File: src/rtl/stack_if.sv
// Command and status bundle between the controller FSM and the operand stack.
// The master modport is the controller side and the slave modport is the stack side.
interface stack_if #(
    parameter int WIDTH = 8,
    parameter int DEPTH = 8
);
    localparam int CW = $clog2(DEPTH) + 1;

    logic             push;
    logic             pop;
    logic [WIDTH-1:0] din;
    logic             clr_err;
    logic [WIDTH-1:0] tos;
    logic [WIDTH-1:0] nos;
    logic [CW-1:0]    count;
    logic             empty;
    logic             full;
    logic             overflow;
    logic             underflow;

    modport master (
        output push, pop, din, clr_err,
        input  tos, nos, count, empty, full, overflow, underflow
    );

    modport slave (
        input  push, pop, din, clr_err,
        output tos, nos, count, empty, full, overflow, underflow
    );
endinterface

File: src/rtl/stack_unit.sv
// Operand stack for the multicycle stack CPU: single-cycle push, pop and replace-top,
// with full/empty status and sticky overflow/underflow flags.
module stack_unit #(
    parameter int WIDTH = 8,
    parameter int DEPTH = 8
) (
    input  logic     clk,
    input  logic     rst_n,
    stack_if.slave   bus
);
    localparam int CW = $clog2(DEPTH) + 1;
    localparam int AW = $clog2(DEPTH);

    logic [WIDTH-1:0] mem_q [DEPTH];
    logic [CW-1:0]    count_q, count_d;
    logic             overflow_q, overflow_d;
    logic             underflow_q, underflow_d;

    logic             isEmpty, isFull;
    logic [AW-1:0]    topAddr, nosAddr;
    logic             wrEn;
    logic [AW-1:0]    wrAddr;
    logic             ovfErr, udfErr;

    assign isEmpty = (count_q == '0);
    assign isFull  = (count_q == CW'(DEPTH));

    // Low address bits wrap modulo DEPTH, so count==DEPTH still maps the top to DEPTH-1.
    assign topAddr = count_q[AW-1:0] - AW'(1);
    assign nosAddr = count_q[AW-1:0] - AW'(2);

    always_comb begin
        count_d = count_q;
        wrEn    = 1'b0;
        wrAddr  = count_q[AW-1:0];
        ovfErr  = 1'b0;
        udfErr  = 1'b0;
        case ({bus.push, bus.pop})
            2'b10: begin
                if (isFull) begin
                    ovfErr = 1'b1;
                end else begin
                    wrEn    = 1'b1;
                    wrAddr  = count_q[AW-1:0];
                    count_d = count_q + CW'(1);
                end
            end
            2'b01: begin
                if (isEmpty) begin
                    udfErr = 1'b1;
                end else begin
                    count_d = count_q - CW'(1);
                end
            end
            2'b11: begin
                if (isEmpty) begin
                    udfErr = 1'b1;
                end else begin
                    wrEn   = 1'b1;
                    wrAddr = topAddr;
                end
            end
            default: begin
                count_d = count_q;
            end
        endcase
        // A fresh error wins over a simultaneous clear of the same flag.
        overflow_d  = (overflow_q  & ~bus.clr_err) | ovfErr;
        underflow_d = (underflow_q & ~bus.clr_err) | udfErr;
    end

    always_ff @(posedge clk or negedge rst_n) begin
        if (!rst_n) begin
            count_q     <= '0;
            overflow_q  <= 1'b0;
            underflow_q <= 1'b0;
        end else begin
            count_q     <= count_d;
            overflow_q  <= overflow_d;
            underflow_q <= underflow_d;
        end
    end

    // Entry storage is left unreset; stale contents are hidden by the output masking.
    always_ff @(posedge clk) begin
        if (wrEn) begin
            mem_q[wrAddr] <= bus.din;
        end
    end

    assign bus.tos       = isEmpty ? '0 : mem_q[topAddr];
    assign bus.nos       = (count_q < CW'(2)) ? '0 : mem_q[nosAddr];
    assign bus.count     = count_q;
    assign bus.empty     = isEmpty;
    assign bus.full      = isFull;
    assign bus.overflow  = overflow_q;
    assign bus.underflow = underflow_q;
endmodule

File: src/flat_wrapper.sv
// flat-port wrapper written by rule: the top's interface ports become plain ports
module stack_unit_flat 
#(
    parameter int WIDTH = 8,
    parameter int DEPTH = 8
)
  (clk, rst_n, bus_push, bus_pop, bus_din, bus_clr_err, bus_tos, bus_nos, bus_count, bus_empty, bus_full, bus_overflow, bus_underflow);
  stack_if #(.WIDTH(WIDTH), .DEPTH(DEPTH)) bus_i ();
  input  logic clk;
  input  logic rst_n;
  input wire logic [$bits(bus_i.push)-1:0] bus_push;
  input wire logic [$bits(bus_i.pop)-1:0] bus_pop;
  input wire logic [$bits(bus_i.din)-1:0] bus_din;
  input wire logic [$bits(bus_i.clr_err)-1:0] bus_clr_err;
  output wire logic [$bits(bus_i.tos)-1:0] bus_tos;
  output wire logic [$bits(bus_i.nos)-1:0] bus_nos;
  output wire logic [$bits(bus_i.count)-1:0] bus_count;
  output wire logic [$bits(bus_i.empty)-1:0] bus_empty;
  output wire logic [$bits(bus_i.full)-1:0] bus_full;
  output wire logic [$bits(bus_i.overflow)-1:0] bus_overflow;
  output wire logic [$bits(bus_i.underflow)-1:0] bus_underflow;
  assign bus_i.push = bus_push;
  assign bus_i.pop = bus_pop;
  assign bus_i.din = bus_din;
  assign bus_i.clr_err = bus_clr_err;
  assign bus_tos = bus_i.tos;
  assign bus_nos = bus_i.nos;
  assign bus_count = bus_i.count;
  assign bus_empty = bus_i.empty;
  assign bus_full = bus_i.full;
  assign bus_overflow = bus_i.overflow;
  assign bus_underflow = bus_i.underflow;
  stack_unit #(.WIDTH(WIDTH), .DEPTH(DEPTH)) u_core (.clk(clk), .rst_n(rst_n), .bus(bus_i));
endmodule
File: config.mk
export PLATFORM = sky130hd
export DESIGN_NAME = stack_unit_flat
export DESIGN_NICKNAME = d
export VERILOG_FILES = /design/src/rtl/stack_if.sv /design/src/rtl/stack_unit.sv /design/src/flat_wrapper.sv
export SDC_FILE = /design/constraint.sdc
export NUM_CORES = 1
export LEC_CHECK = 0
export CAP_MARGIN = 25
export CORE_ASPECT_RATIO = 1.75
export CORE_MARGIN = 10
export CORE_UTILIZATION = 33
export DETAILED_ROUTE_END_ITERATION = 16
export PLACE_DENSITY = 0.65
export SKIP_LAST_GASP = 1
export SYNTH_ARGS = -nofsm -noshare
export SYNTH_HDL_FRONTEND = slang
export SYNTH_SLANG_ARGS = --single-unit
File: constraint.sdc
create_clock -name clk -period 2.2 [get_ports clk]
set_input_delay 0.44 -clock clk [delete_from_list [all_inputs] [get_ports clk]]
set_output_delay 0.44 -clock clk [all_outputs]
set_load 0.005 [all_outputs]
### After elaboration in Yosys (flattened, before gate mapping)

Memory sizes are Yosys's and may differ from the RTL's.
Index checks and enable logic that the tools add are counted.
Widths: inputs -> output; s select.

| operators by class | value |
|---|---|
| add/sub/neg operators | 4 |
| multiply operators | 0 |
| div/mod/pow operators | 0 |
| order comparisons | 1 |
| equal/unequal tests | 6 |
| shift-type cells | 0 |
| muxes and demuxes | 16 |
| bitwise operators | 5 |
| reduce and logical (&&, ||, !) cells | 4 |

Operators with widths:

| kind | count |
|---|---|
| $mux 8 | 2 |
| $mux 1 | 8 |
| $mux 4 | 2 |
| $pmux 4 s2 | 1 |
| $mux 3 | 2 |
| $add 4x1->4 const B | 1 |
| $eq 2x2->1 const B | 2 |
| $eq 4x4->1 const B | 1 |
| $logic_not 4->1 | 1 |
| $lt 4x2->1 const B | 1 |
| $ne 2x2->1 const B | 2 |
| $sub 4x1->4 const B | 1 |
| $reduce_and 3->1 | 1 |
| $sub 3x1->3 const B | 1 |
| $sub 3x2->3 const B | 1 |
| $and 1x1->1 | 2 |
| $eq 2x1->1 const B | 1 |
| $or 1x1->1 | 2 |
| $pmux 1 s2 | 1 |
| $reduce_bool 2->1 | 1 |
| $reduce_or 2->1 | 1 |
| $not 1->1 | 1 |

| storage, ports and cells | value |
|---|---|
| register bits after elaboration | 6 |
| bits in latches | 0 |
| memory bits (writable) | 64 |
| memory bits (read-only) | 0 |
| input bits | 13 |
| output and inout bits | 24 |
| logic and storage cells | 40 |
| memories kept | 1 |

Memories:

| memory | depth | bits a word | read ports | clocked after memory_dff | write ports | line | source |
|---|---|---|---|---|---|---|---|
| u_core.mem_q | 8 | 8 | 2 | 0 | 1 | stack_unit.sv:14 | `logic [WIDTH-1:0] mem_q [DEPTH];` |

### Longest topological paths before layout

| logic depth | value |
|---|---|
| depth after elaboration | 5 |
| gate-level depth with buffers | 9 |

### Worst setup path after synthesis

Ideal clock, no wire load.

| timing | value |
|---|---|
| path type | register -> register |
| start | register u_core.count_q[1] (netlist: u_core.bus.count[1]) |
| end | memory u_core.mem_q[1][0] (enable) |
| library setup time | 370 ps |
| arrival | 2104 ps |
| required time | 1830 ps |
| path slack | -274 ps |
| cell stages (with the launch flop) | 9 |
| path buffers | 2 |
| period minus slack after synthesis | 2474 ps |
| cell sequence | dfrtp_1 -> buf_2 -> buf_2 -> inv_1 -> ha_1 -> xnor2_1 -> nand2_1 -> a2bb2oi_1 -> nor2_1 |

| between the ends | value |
|---|---|
| cells in the longest elaborated chain, start to end | 5 |
| elaborated cells between the ends (all ways) | 10 |

RTL lines:

| what | line | source |
|---|---|---|
| start, declared | stack_unit.sv:15 | `logic [CW-1:0] count_q, count_d;` |
| start signal, assigned | stack_unit.sv:78 | `count_q <= count_d;` |
| $eq 4x4->1 / $logic_not 4->1 (equally long branches) | stack_unit.sv:26, stack_unit.sv:25 |  |
| $mux 1, on equally long branches | stack_unit.sv:40, stack_unit.sv:56 |  |
| $pmux 1 s2 | stack_unit.sv:38 | `case ({bus.push, bus.pop})` |
| $mux 1 | stack_unit.sv:86 | `if (wrEn) begin` |
| $mux 1 (implied by the code) | stack_unit.sv:87 | `mem_q[wrAddr] <= bus.din;` |
| end, declared | stack_unit.sv:14 |  |

Parallel ways exist; a longest one is shown, timed or not.

### Worst setup path in the final report

| timing | value |
|---|---|
| start | register u_core.count_q[1] (netlist: u_core.bus.count[1]) |
| end | output port bus_tos[6] |

| between the ends | value |
|---|---|
| cells in the longest elaborated chain, start to end | 3 |
| elaborated cells between the ends (all ways) | 4 |

RTL lines:

| what | line | source |
|---|---|---|
| $sub 3x1->3 | stack_unit.sv:29 | `assign topAddr = count_q[AW-1:0] - AW'(1);` |
| $mem_v2 8x8 | n/a |  |
| $mux 8 * | stack_unit.sv:91 | `assign bus.tos = isEmpty ? '0 : mem_q[topAddr];` |
| end, declared | flat_wrapper.sv:15 | `output wire logic [$bits(bus_i.tos)-1:0] bus_tos;` |

Mark *: on every way between the ends. The rest lies on a longest branch, timed or not.

==> reports/qor_table.md <==
| Result | This run | Unit |
| --- | --- | --- |
| Vias in the first global route | 2,897 | - |
| Post-synthesis area per instance | 14.5 | um^2 |
| Standby leakage power | 1.99 | nW |
| Highest-count cells in the layout ignoring fill and taps | 64 x edfxtp_1, 47 x buf_4, 22 x mux4_2 | - |
| Unrepaired setup endpoints after global routing | yes | - |
| Effective utilization at floorplan | 33.7 | % |
| DR pass1 iterations | 4 | - |
| Total placed cells including tap cells | 436 | - |
| Clock Skews | 9.28 | ps |
| Cell Area, Synth | 0.00361 | mm^2 |
| Hold Violations, Final | 0 | - |
| Largest buffer count on any clock path | 2 | - |
| Clock buffers created by TritonCTS | 9 | - |
| Highest Signal Layer | met4 | - |
| Synth Area in XOR/XNOR | 1.46 | % |
| Total gr overflow | 0 | - |
| Synthesized-area fraction occupied by adder cells | 2.08 | % |
| CP startpoint kind | register | - |
| Gr usage total | 13.9 | % |
| Net Count, Synth | 268 | - |
| Placer congestion estimate | 0.771 | - |
| Status | complete, but fails checks | - |
| Finish-stage setup viols | 25 | - |
| Synth cell types | 35 | - |
| Number of antenna violations at the first check in global routing | 0 | - |
| Met3 WL post-DR | 380 | um |
| Setup tns final | -3040 | ps |
| Boundary pin count | 37 | - |
| Number of diodes added for antenna fixing | 0 | - |
| Relative slew slack | 68.3 | % |
| End-of-flow core utilization | 49.7 | % |
| Worst path bufs/invs | 3 | - |
| Clock network latency to the later pin of the worst-skew pair | 330 | ps |
| Detailed-route via count | 2,653 | - |
| Slowest cell on crit path | mux4_2 | - |
| Drt wl/cell | 23.0 | um |
| Slowest stage delay, CP | 500 | ps |
| CP top delay family | multiplexers | - |
| Die width | 99.0 | um |
| Most common library cell in the layout ignoring fill and taps | edfxtp_1 | - |
| Pin count of the biggest net entering global routing | 19 | - |
| Required time of the critical path | 1760 | ps |
| Cell area reported after detailed placement | 0.00441 | mm^2 |
| Series of cell instances along the critical path | inv_2 > ha_4 > buf_6 > mux4_2 > nand2_2 > a21oi_2 > buf_2 | - |
| CTS tree | done | - |
| Worst Setup End Kind | output port | - |
| Hold_buf cts | 0 | - |
| Final Cell Area | 0.00532 | mm^2 |
| Routed length on met1 | 3870 | um |
| Clk slew on worst S/H paths | 60 | ps |
| Global-route wire length before repair | 16,300 | um |
| Post-synthesis sequential area ratio | 57.5 | % |
| Via density | 5.46 | - |
| Max capacitance violation total | 0 | - |
| Largest family of logic cells by synthesized area | multiplexers | - |
| Minimum clock period after layout | 2420 | ps |
| P per Cell Area | 1650 | mW/mm^2 |
| Share of synthesized area spent on multiplexers | 19.6 | % |
| Crit-path max FO | 3 | - |
| Share of final-layout standard cells stronger than drive strength 1 | 49.4 | % |
| DPL Wire Length | 7010 | um |
| Placeable core region | 0.0107 | mm^2 |
| Fin worst setup slack | -221 | ps |
| CP Class | register to output port | - |
| Post-synthesis compound-gate area fraction | 7.46 | % |
| Class of the most critical hold timing path | primary input to asynchronous set/reset pin | - |
| Flop and latch count out of synthesis | 70 | - |
| Gate count of the mapped netlist | 249 | - |
| Detailed-route wire length | 11,200 | um |
| Area of the die | 0.0157 | mm^2 |
| Failing checks | setup timing | - |
| Remaining routing DRC violations | 0 | - |
| Rows | 50 | - |
| Post-Synth Simple-Gate Area | 7.46 | % |
| Count of nets left with antenna violations after detail routing | 0 | - |
| Data arrival time of the critical path | 1980 | ps |
| Max Transition Viols Final | 0 | - |
| Worst Max-Slew Pin Slew | 474 | ps |
| Level count of the clock H-tree | 3 | - |
| Root buffer cell | clkbuf_16 | - |
| Post-layout net count | 371 | - |
| Worst hold slack | 343 | ps |
| Die extent in y | 158 | um |
| Met2 Routed Length | 6470 | um |
| Number of warnings issued by yosys | 0 | - |
| Highest clock rate | 413 | MHz |
| Filler-free cell count of the finished design | 486 | - |
| Initial detailed-routing violation count | 262 | - |
| Final cycle utilization of the critical path | 110 | % |
| Clock net sink count | 70 | - |
| Relative area change from synthesis to final layout | 47.5 | % |
| Worst-case vdd ir drop | 0.000751 | V |
| Number of buffers inserted by port buffering | 36 | - |
[flip-flops by register name (all words and copies together) (netlist names)]
register / flops
u_core.bus.overflow: 1
u_core.mem_q: 64
u_core.bus.underflow: 1
u_core.bus.count: 4
[layout make-up]
type                       instances  area (um^2)
inverter                           9         36.3
clock buffer                      10          229
multi-input combinational        152         1650
tap                              130          163
sequential                        70         2070
fill                             876         5380
timing repair buffer             110         1120
clock inverter                     5         51.3
[Yosys cell counts (all sizes together)]
master | count | area share [%]
nand3b | 2 | 0.42
o21ai | 9 | 1.2
mux2 | 1 | 0.31
xor2 | 1 | 0.24
xnor2 | 5 | 1.2
inv | 9 | 0.94
dfrtp | 6 | 4.2
a311oi | 2 | 0.49
buf | 17 | 3.4
clkbuf | 1 | 0.10
nor2 | 11 | 1.1
nand2b | 4 | 0.69
o221ai | 6 | 1.5
and3b | 2 | 0.49
a2bb2oi | 2 | 0.49
or3b | 2 | 0.49
or2 | 1 | 0.17
nand2 | 29 | 3.0
o22ai | 5 | 0.87
nor3 | 2 | 0.28
mux4 | 22 | 14
ha | 6 | 2.1
nor2b | 4 | 0.76
edfxtp | 64 | 53
mux2i | 20 | 5.6
a211oi | 1 | 0.35
o22a | 1 | 0.24
a31oi | 2 | 0.35
a21oi | 12 | 2.0
[through the flow]
stage,power (W),worst slack (ps)
3_3_place_gp,0.00598,-340
2_1_floorplan,0.00424,1.29
4_1_cts,0.00852,-224
3_5_place_dp,0.00603,-406
5_1_grt,0.00919,-293
6_report,0.00876,-221
[cells by family after synthesis]
logic type,Yosys count
compound gates,40
xor+xnor,6
fa+ha+maj,6
buf+inv,27
flops,70
mux,43
simple gates,57
[worst register-to-register path, stage by stage (launching register included)]
cell,delay [ps]
dfrtp_1,410
inv_2,100
ha_4,180
buf_4,120
inv_2,40
buf_4,120
o21ai_1,280
a2bb2oi_1,220
buf_4,190
nor2_4,110
buf_12,140
[power by group]
| part | total (W) | internal (W) | switching [W] | leakage (nW) |
|---|---|---|---|---|
| combinational | 0.00547 | 0.00296 | 0.00251 | 1.20 |
| sequential | 0.00190 | 0.00172 | 0.000176 | 0.653 |
| clock | 0.00139 | 0.000863 | 0.000531 | 0.136 |
| total | 0.00876 | 0.00555 | 0.00321 | 1.99 |
[worst paths after layout]
kind / cells after the start / start / slack (ps) / endpoint
max in group asynchronous: 1 / rst_n / 1610 / u_core.bus.count[0]$_DFFE_PN0P_
hold / removal: 1 / rst_n / 340 / u_core.bus.underflow$_DFF_PN0_
setup reg to reg: 10 / u_core.bus.count[1]$_DFFE_PN0P_ / -10 / u_core.mem_q[2][2]$_DFFE_PP_
min in group clk: 2 / u_core.bus.underflow$_DFF_PN0_ / 530 / u_core.bus.underflow$_DFF_PN0_
setup / recovery: 7 / u_core.bus.count[1]$_DFFE_PN0P_ / -220 / bus_tos[6]
hold reg to reg: 2 / u_core.bus.underflow$_DFF_PN0_ / 530 / u_core.bus.underflow$_DFF_PN0_
[per-layer routing]
layer  GRT usage, %  vias to the layer above
li1               -                     1172
met1           13.3                     1367
met2           26.3                       87
met3           2.04                       27
met4           9.60                        0
met5              0                        -
[what timing repair did]
item,in CTS,in global routing
hold endpoints to repair,0,0
gates resized for setup,124,11
cloned,3,0
pin swaps,22,6
buffers inserted,27,5
endpoints found under the setup margin,82,82
(Power assumes the default switching activity.)
